==> src/rtl/spi_gate_burst_pkg.sv <==
// spi_gate_burst_pkg: state encoding, fetch length and parameter helpers for the SPI gateway.
package spi_gate_burst_pkg;
    typedef enum logic [1:0] {ST_IDLE, ST_ADDR, ST_LOAD, ST_DATA} state_t;
    localparam int TXE_CYCLES = 2;
    function automatic int clog2(input int v);
        int r;
        r = 0;
        for (int i = 0; i < 31; i++) if ((1 << i) < v) r = i + 1;
        return r;
    endfunction
    function automatic bit cfg_ok(input int addr_w, input int data_w, input int sync_stages);
        return addr_w >= 1 && addr_w <= 16 && data_w >= 8 && data_w <= 32 && data_w % 8 == 0 &&
               sync_stages >= 2 && sync_stages <= 3;
    endfunction
endpackage

==> src/rtl/spi_gate_burst_if.sv <==
// spi_gate_burst_if: host SPI pins plus the register port bus of the gateway.
interface spi_gate_burst_if #(
    parameter int ADDR_W = 8,
    parameter int DATA_W = 8
);
    logic sclk, mosi, miso, n_cs, sel, txe, rxe;
    logic [DATA_W-1:0] rxd, txd;
    logic [ADDR_W-1:0] addr;
    modport master (output sclk, mosi, n_cs, txd, input miso, rxd, addr, sel, txe, rxe);
    modport slave (input sclk, mosi, n_cs, txd, output miso, rxd, addr, sel, txe, rxe);
endinterface

==> src/rtl/spi_gate_burst_sync.sv <==
// spi_sync: flop chain bringing one asynchronous SPI pin into the clk domain.
module spi_sync #(
    parameter int   STAGES  = 2,
    parameter logic RST_VAL = 1'b0
) (
    input  logic clk,
    input  logic n_rst,
    input  logic d,
    output logic q
);
    logic [STAGES-1:0] pipe;
    always_ff @(posedge clk or negedge n_rst)
        if (!n_rst) pipe <= {STAGES{RST_VAL}};
        else pipe <= {pipe[STAGES-2:0], d};
    assign q = pipe[STAGES-1];
endmodule

==> src/rtl/spi_gate_burst.sv <==
// spi_gate_burst: mode-0 SPI slave turning address+burst frames into register port cycles.
module spi_gate_burst
    import spi_gate_burst_pkg::*;
#(
    parameter int ADDR_W      = 8,
    parameter int DATA_W      = 8,
    parameter int AUTO_INC    = 1,
    parameter int SYNC_STAGES = 2
) (
    input logic clk,
    input logic n_rst,
    spi_gate_burst_if.slave bus
);
    localparam int CW = clog2((ADDR_W > DATA_W ? ADDR_W : DATA_W) + 1);
    if (!cfg_ok(ADDR_W, DATA_W, SYNC_STAGES)) begin : g_bad_cfg
        $error("spi_gate_burst: parameter out of range");
    end
    state_t state, state_nx;
    logic s_sclk, s_mosi, s_ncs, sclk_q, rise, armed, sel, rxe;
    logic [SYNC_STAGES-1:0] warm;
    logic [CW-1:0] cnt;
    logic [ADDR_W-1:0] addr;
    logic [DATA_W-1:0] shift, rxd;
    spi_sync #(.STAGES(SYNC_STAGES), .RST_VAL(1'b0)) u_sclk (.clk(clk), .n_rst(n_rst), .d(bus.sclk), .q(s_sclk));
    spi_sync #(.STAGES(SYNC_STAGES), .RST_VAL(1'b0)) u_mosi (.clk(clk), .n_rst(n_rst), .d(bus.mosi), .q(s_mosi));
    spi_sync #(.STAGES(SYNC_STAGES), .RST_VAL(1'b1)) u_ncs (.clk(clk), .n_rst(n_rst), .d(bus.n_cs), .q(s_ncs));
    assign rise = s_sclk & ~sclk_q;
    always_ff @(posedge clk or negedge n_rst)
        if (!n_rst) state <= ST_IDLE;
        else state <= state_nx;
    always_comb begin
        state_nx = state;
        if (s_ncs) state_nx = ST_IDLE;
        else case (state)
            ST_IDLE: state_nx = armed ? ST_ADDR : ST_IDLE;
            ST_ADDR: state_nx = rise && cnt == CW'(ADDR_W - 1) ? ST_LOAD : ST_ADDR;
            ST_LOAD: state_nx = cnt == CW'(TXE_CYCLES - 1) ? ST_DATA : ST_LOAD;
            ST_DATA: state_nx = cnt == CW'(DATA_W) ? ST_LOAD : ST_DATA;
            default: state_nx = ST_IDLE;
        endcase
    end
    // The nCS synchroniser resets high, so arming waits until it holds a real pin sample.
    always_ff @(posedge clk or negedge n_rst)
        if (!n_rst) begin
            warm   <= '0;
            armed  <= 1'b0;
            sclk_q <= 1'b0;
            cnt    <= '0;
            addr   <= '0;
            shift  <= '0;
            rxd    <= '0;
            sel    <= 1'b0;
            rxe    <= 1'b0;
        end else begin
            warm   <= {warm[SYNC_STAGES-2:0], 1'b1};
            armed  <= armed | (warm[SYNC_STAGES-1] & s_ncs);
            sclk_q <= s_sclk;
            rxe    <= 1'b0;
            if (s_ncs) begin
                cnt <= '0;
                sel <= 1'b0;
            end else case (state)
                ST_IDLE: cnt <= '0;
                ST_ADDR: if (rise) begin
                    addr <= ADDR_W'({addr, s_mosi});
                    cnt  <= cnt == CW'(ADDR_W - 1) ? '0 : cnt + CW'(1);
                    if (cnt == CW'(ADDR_W - 1)) sel <= 1'b1;
                end
                ST_LOAD: begin
                    cnt <= cnt == CW'(TXE_CYCLES - 1) ? '0 : cnt + CW'(1);
                    if (cnt == CW'(TXE_CYCLES - 1)) shift <= bus.txd;
                end
                ST_DATA: if (cnt == CW'(DATA_W)) begin
                    cnt <= '0;
                    if (AUTO_INC != 0) addr <= addr + ADDR_W'(1);
                end else if (rise) begin
                    shift <= DATA_W'({shift, s_mosi});
                    cnt   <= cnt + CW'(1);
                    if (cnt == CW'(DATA_W - 1)) begin
                        rxd <= DATA_W'({shift, s_mosi});
                        rxe <= 1'b1;
                    end
                end
                default: cnt <= '0;
            endcase
        end
    assign bus.miso = state == ST_DATA && shift[DATA_W-1];
    assign bus.txe  = state == ST_LOAD;
    assign bus.sel  = sel;
    assign bus.rxe  = rxe;
    assign bus.rxd  = rxd;
    assign bus.addr = addr;
endmodule

==> src/flat_wrapper.sv <==
// flat-port wrapper written by rule: the top's interface ports become plain ports
module spi_gate_burst_flat import spi_gate_burst_pkg::*;
#(
    parameter int ADDR_W      = 8,
    parameter int DATA_W      = 8,
    parameter int AUTO_INC    = 1,
    parameter int SYNC_STAGES = 2
)
  (clk, n_rst, bus_sclk, bus_mosi, bus_n_cs, bus_txd, bus_miso, bus_rxd, bus_addr, bus_sel, bus_txe, bus_rxe);
  spi_gate_burst_if #(.ADDR_W(ADDR_W), .DATA_W(DATA_W)) bus_i ();
  input logic clk;
  input logic n_rst;
  input wire logic [$bits(bus_i.sclk)-1:0] bus_sclk;
  input wire logic [$bits(bus_i.mosi)-1:0] bus_mosi;
  input wire logic [$bits(bus_i.n_cs)-1:0] bus_n_cs;
  input wire logic [$bits(bus_i.txd)-1:0] bus_txd;
  output wire logic [$bits(bus_i.miso)-1:0] bus_miso;
  output wire logic [$bits(bus_i.rxd)-1:0] bus_rxd;
  output wire logic [$bits(bus_i.addr)-1:0] bus_addr;
  output wire logic [$bits(bus_i.sel)-1:0] bus_sel;
  output wire logic [$bits(bus_i.txe)-1:0] bus_txe;
  output wire logic [$bits(bus_i.rxe)-1:0] bus_rxe;
  assign bus_i.sclk = bus_sclk;
  assign bus_i.mosi = bus_mosi;
  assign bus_i.n_cs = bus_n_cs;
  assign bus_i.txd = bus_txd;
  assign bus_miso = bus_i.miso;
  assign bus_rxd = bus_i.rxd;
  assign bus_addr = bus_i.addr;
  assign bus_sel = bus_i.sel;
  assign bus_txe = bus_i.txe;
  assign bus_rxe = bus_i.rxe;
  spi_gate_burst #(.ADDR_W(ADDR_W), .DATA_W(DATA_W), .AUTO_INC(AUTO_INC), .SYNC_STAGES(SYNC_STAGES)) u_core (.clk(clk), .n_rst(n_rst), .bus(bus_i));
endmodule
==> config.mk <==
export PLATFORM = sky130hd
export DESIGN_NAME = spi_gate_burst_flat
export DESIGN_NICKNAME = d
export VERILOG_FILES = /design/src/rtl/spi_gate_burst_pkg.sv /design/src/rtl/spi_gate_burst_if.sv /design/src/rtl/spi_gate_burst_sync.sv /design/src/rtl/spi_gate_burst.sv /design/src/flat_wrapper.sv
export SDC_FILE = /design/constraint.sdc
export NUM_CORES = 1
export LEC_CHECK = 0
export CORE_MARGIN = 4
export CORE_UTILIZATION = 40
export DETAILED_ROUTE_END_ITERATION = 10
export SLEW_MARGIN = 20
export SYNTH_ARGS = -nofsm -noshare
export SYNTH_HDL_FRONTEND = slang
export SYNTH_HIERARCHICAL = 1
export SYNTH_SLANG_ARGS = --single-unit
==> constraint.sdc <==
create_clock -name clk -period 1.67 [get_ports clk]
set_input_delay 0.2505 -clock clk [delete_from_list [all_inputs] [get_ports clk]]
set_output_delay 0.2505 -clock clk [all_outputs]
set_load 0.05 [all_outputs]
==> impl_results.md <==
- Async S/R FF share, synth: 100%
- Sequential area share after synthesis: 50.5%
- R2R setup slack: -30 ps
- Number of DRC markers in iteration 0: 61
- Fin. Hold Viols: 0
- Crit-path max FO: 8
- Initial Utilization: 41.1%
- Post-synthesis sequential element count: 42
- Fin crit share: 102%
- GPL Wtd Cong: 0.802
- Arrival time at the worst endpoint: 1880 ps
- Crit-path slowest cell: dfrtp_2
- N_diodes: 0
- Synth top area share: 48.0%
- Die H: 80.2 um
- Die W: 80.2 um
- Longest Clk Path Bufs: 2
- Min Clock Period, post-route: 1700 ps
- Syn Area/Cell: 10.3 sq um
- Layout cell share with drive strength beyond 1: 31.4%
- Worst r2r src: u_core/cnt[0]
- Vias per inst: 5.16
- Initial antenna violation count: 0
- Worst setup EP type: register
- Smallest setup slack after layout: -27.4 ps
- Worst Setup Path Type: register to register
- Area contributors post-synth: dfrtp_1, nand2_1, mux2_4, mux2_1, dfstp_2
- Finished Core Util: 56.1%
- TNS Setup: -193 ps
- Synthesis-to-finish area growth: 36.5%
- DRT Pass-1 Iters: 4
- Reg2Reg Depth: 6
- Boundary Pins: 33
- Warnings from Yosys: 6
- Post-DP Area: 2620 sq um
- Outcome: finished with violations
- Final Instance Count excl. Fillers: 328
- CP delay by family, top: simple AND/OR/NAND/NOR gates
- Slew of the pin with the lowest slew margin: 525 ps
- Max Cap Violations: 0
- Total power: 2.66 mW
- Fmax: 0.589 GHz
- CTS root buffer: clkbuf_8
- Largest net degree at the start of global routing: 43
- Cells after DPL: 317
- Number of port buffers: 32
- Skew final: 8.59 ps
- GRT overflow: 0
- DP Worst Slack: -110 ps
- Fillers: 460
- Area of the core: 5070 sq um
- GRT Overall Usage: 15.4%
- Crit-path cells: ha_2 -> and2b_1 -> nand4_1 -> or2_1 -> buf_12 -> mux2_4
- WP buf/inv: 1
- Post-DP HPWL: 3130 um
- Pwr Density: 936 nW/um^2
- Wire length per cell: 13.9 um
- Remaining DRCs: 0
- Hold buffers post-CTS: 0
- ANT nets after route: 0
- Total Nets Final: 274
- FF-to-FF End: u_core/bus.rxd[7]
- Final setup violation count: 8
- # rows: 26
- Via count: 1691
- Failing checks: setup timing
- Post-synth EDFFs: 0
- First-pass GRT wire length: 7850 um
- CTS tree: yes
- Worst-path clk slew: 80 ps
- Clk_lat worst skew: 290 ps
- Crit path launch type: register
- # clock sinks: 42
- CTS Buf Count: 5
- Final instance area: 2850 sq um
- Number of global-route vias before repair: 1593
- Final WL: 4570 um
- Worst ir drop on vdd: 0.638 mV
- Tightest Hold Check Type: primary input to asynchronous set/reset pin
- Primary FF master, synth: dfrtp_1
- Max Transition Viols Final: 0
- Netlist Area Pre-Place: 2090 sq um
- Delay of the slowest critical-path stage: 420 ps
- Mapped Cells: 203
- H-tree depth: 2
- Area leader, netlist: dfrtp_1
- Distinct cell type count of the synthesized netlist: 46
- Leak: 1.33 nW
- Post-Syn Nets: 220
- RSZ-0062 raised after global routing: yes
- Slew headroom: 65.0%
- Hold Slack: 8.58 ps
- Worst EP required: 1850 ps
- Die area: 6440 sq um
==> kinds of logic after synthesis <==
group                    after synthesis  share of synthesized area [%]
buffers and inverters                 19                           4.44
AO/OA/AOI/OAI                         39                           11.5
flip-flops                            42                           50.5
adder cells (fa/ha/maj)                4                           2.40
AND/OR/NAND/NOR                       80                           20.0
XOR/XNOR                               1                          0.420
multiplexers                          17                           10.6
other                                  1                          0.180
==> worst max-delay path by stage <==
stage / slack [ps] / cells after the start / end / startpoint
after floorplan: 30 / 6 / u_core/bus.rxd[0] / u_core/u_ncs/pipe[1]
after CTS: -20 / 6 / u_core/bus.rxd[7] / u_core/cnt[0]
after detailed placement: -110 / 6 / u_core/bus.addr[7] / u_core/cnt[0]
final: -30 / 6 / u_core/bus.rxd[7] / u_core/cnt[0]
after global placement: -80 / 7 / u_core/bus.addr[0] / u_core/cnt[0]
after global routing: -120 / 6 / u_core/bus.rxd[7] / u_core/cnt[0]
==> Yosys cell counts, types with 4 or more instances <==
cell type,count
a31oi_1,8
o21ai_0,10
inv_1,9
mux2_4,8
nand3_1,7
nand2_1,35
nand4_1,5
ha_1,4
mux2_1,8
dfrtp_1,40
nor2_1,7
a21oi_1,4
nand2b_1,4
buf_2,5
==> flip-flops by register name, summed over array words and instances, names as in the netlist <==
signal / count
u_core/bus.addr: 8
u_core/bus.rxd: 8
u_core/shift: 8
u_core/cnt: 4
u_core/state: 2
u_core/u_mosi/pipe: 2
u_core/u_ncs/pipe: 2
u_core/u_sclk/pipe: 2
u_core/warm: 2
u_core/armed: 1
u_core/bus.rxe: 1
u_core/bus.sel: 1
u_core/sclk_q: 1
==> area by class of cell <==
| class | instances | area [sq um] | area share (%) |
|---|---|---|---|
| sequential | 42 | 1060 | 37.1 |
| multi-input combinational | 142 | 1020 | 35.8 |
| timing repair buffer | 57 | 541 | 19.0 |
| tap | 70 | 87.6 | 3.08 |
| clock buffer | 6 | 72.6 | 2.55 |
| clock inverter | 2 | 37.5 | 1.32 |
| inverter | 9 | 33.8 | 1.19 |
==> timing repair <==
action / CTS / global route
setup endpoints to repair: 21 / 27
buffers inserted: 1 / 2
gates cloned: 0 / 0
resized for setup: 11 / 8
pin swaps: 3 / 4
hold endpoints to repair: 0 / 0
==> per-layer routing <==
layer  vias up  GRT usage, %  part of all wire [%]
met5         -             0                     0
met4         0          3.55                   1.1
met3         6          4.15                   6.2
met2        46          22.7                    45
met1       811          22.5                    48
li1        828             -                     -
==> layout by cell type (no fill, tap or decap), types with 3 or more instances in the layout <==
master	netlist	layout
buf_4	0	38
dfrtp_1	40	38
nand2_1	35	35
mux2_4	8	12
clkdlybuf4s50_1	0	11
o21ai_0	10	9
inv_1	9	8
buf_12	0	7
nor2_1	7	7
nand3_1	7	7
a31oi_1	8	7
clkbuf_8	0	5
nand4_1	5	5
nand2b_1	4	4
mux2_1	8	4
a21oi_1	4	4
o22ai_1	3	3
o21ai_1	3	3
nor4_1	3	3
==> report_power, final <==
group	leakage (nW)	switching, mW	total (mW)	internal (mW)
combinational	0.749	0.384	0.636	0.253
clock	0.0514	0.354	0.800	0.446
sequential	0.532	0.136	1.23	1.09
No activity file was read; power rests on OpenSTA's default activity.
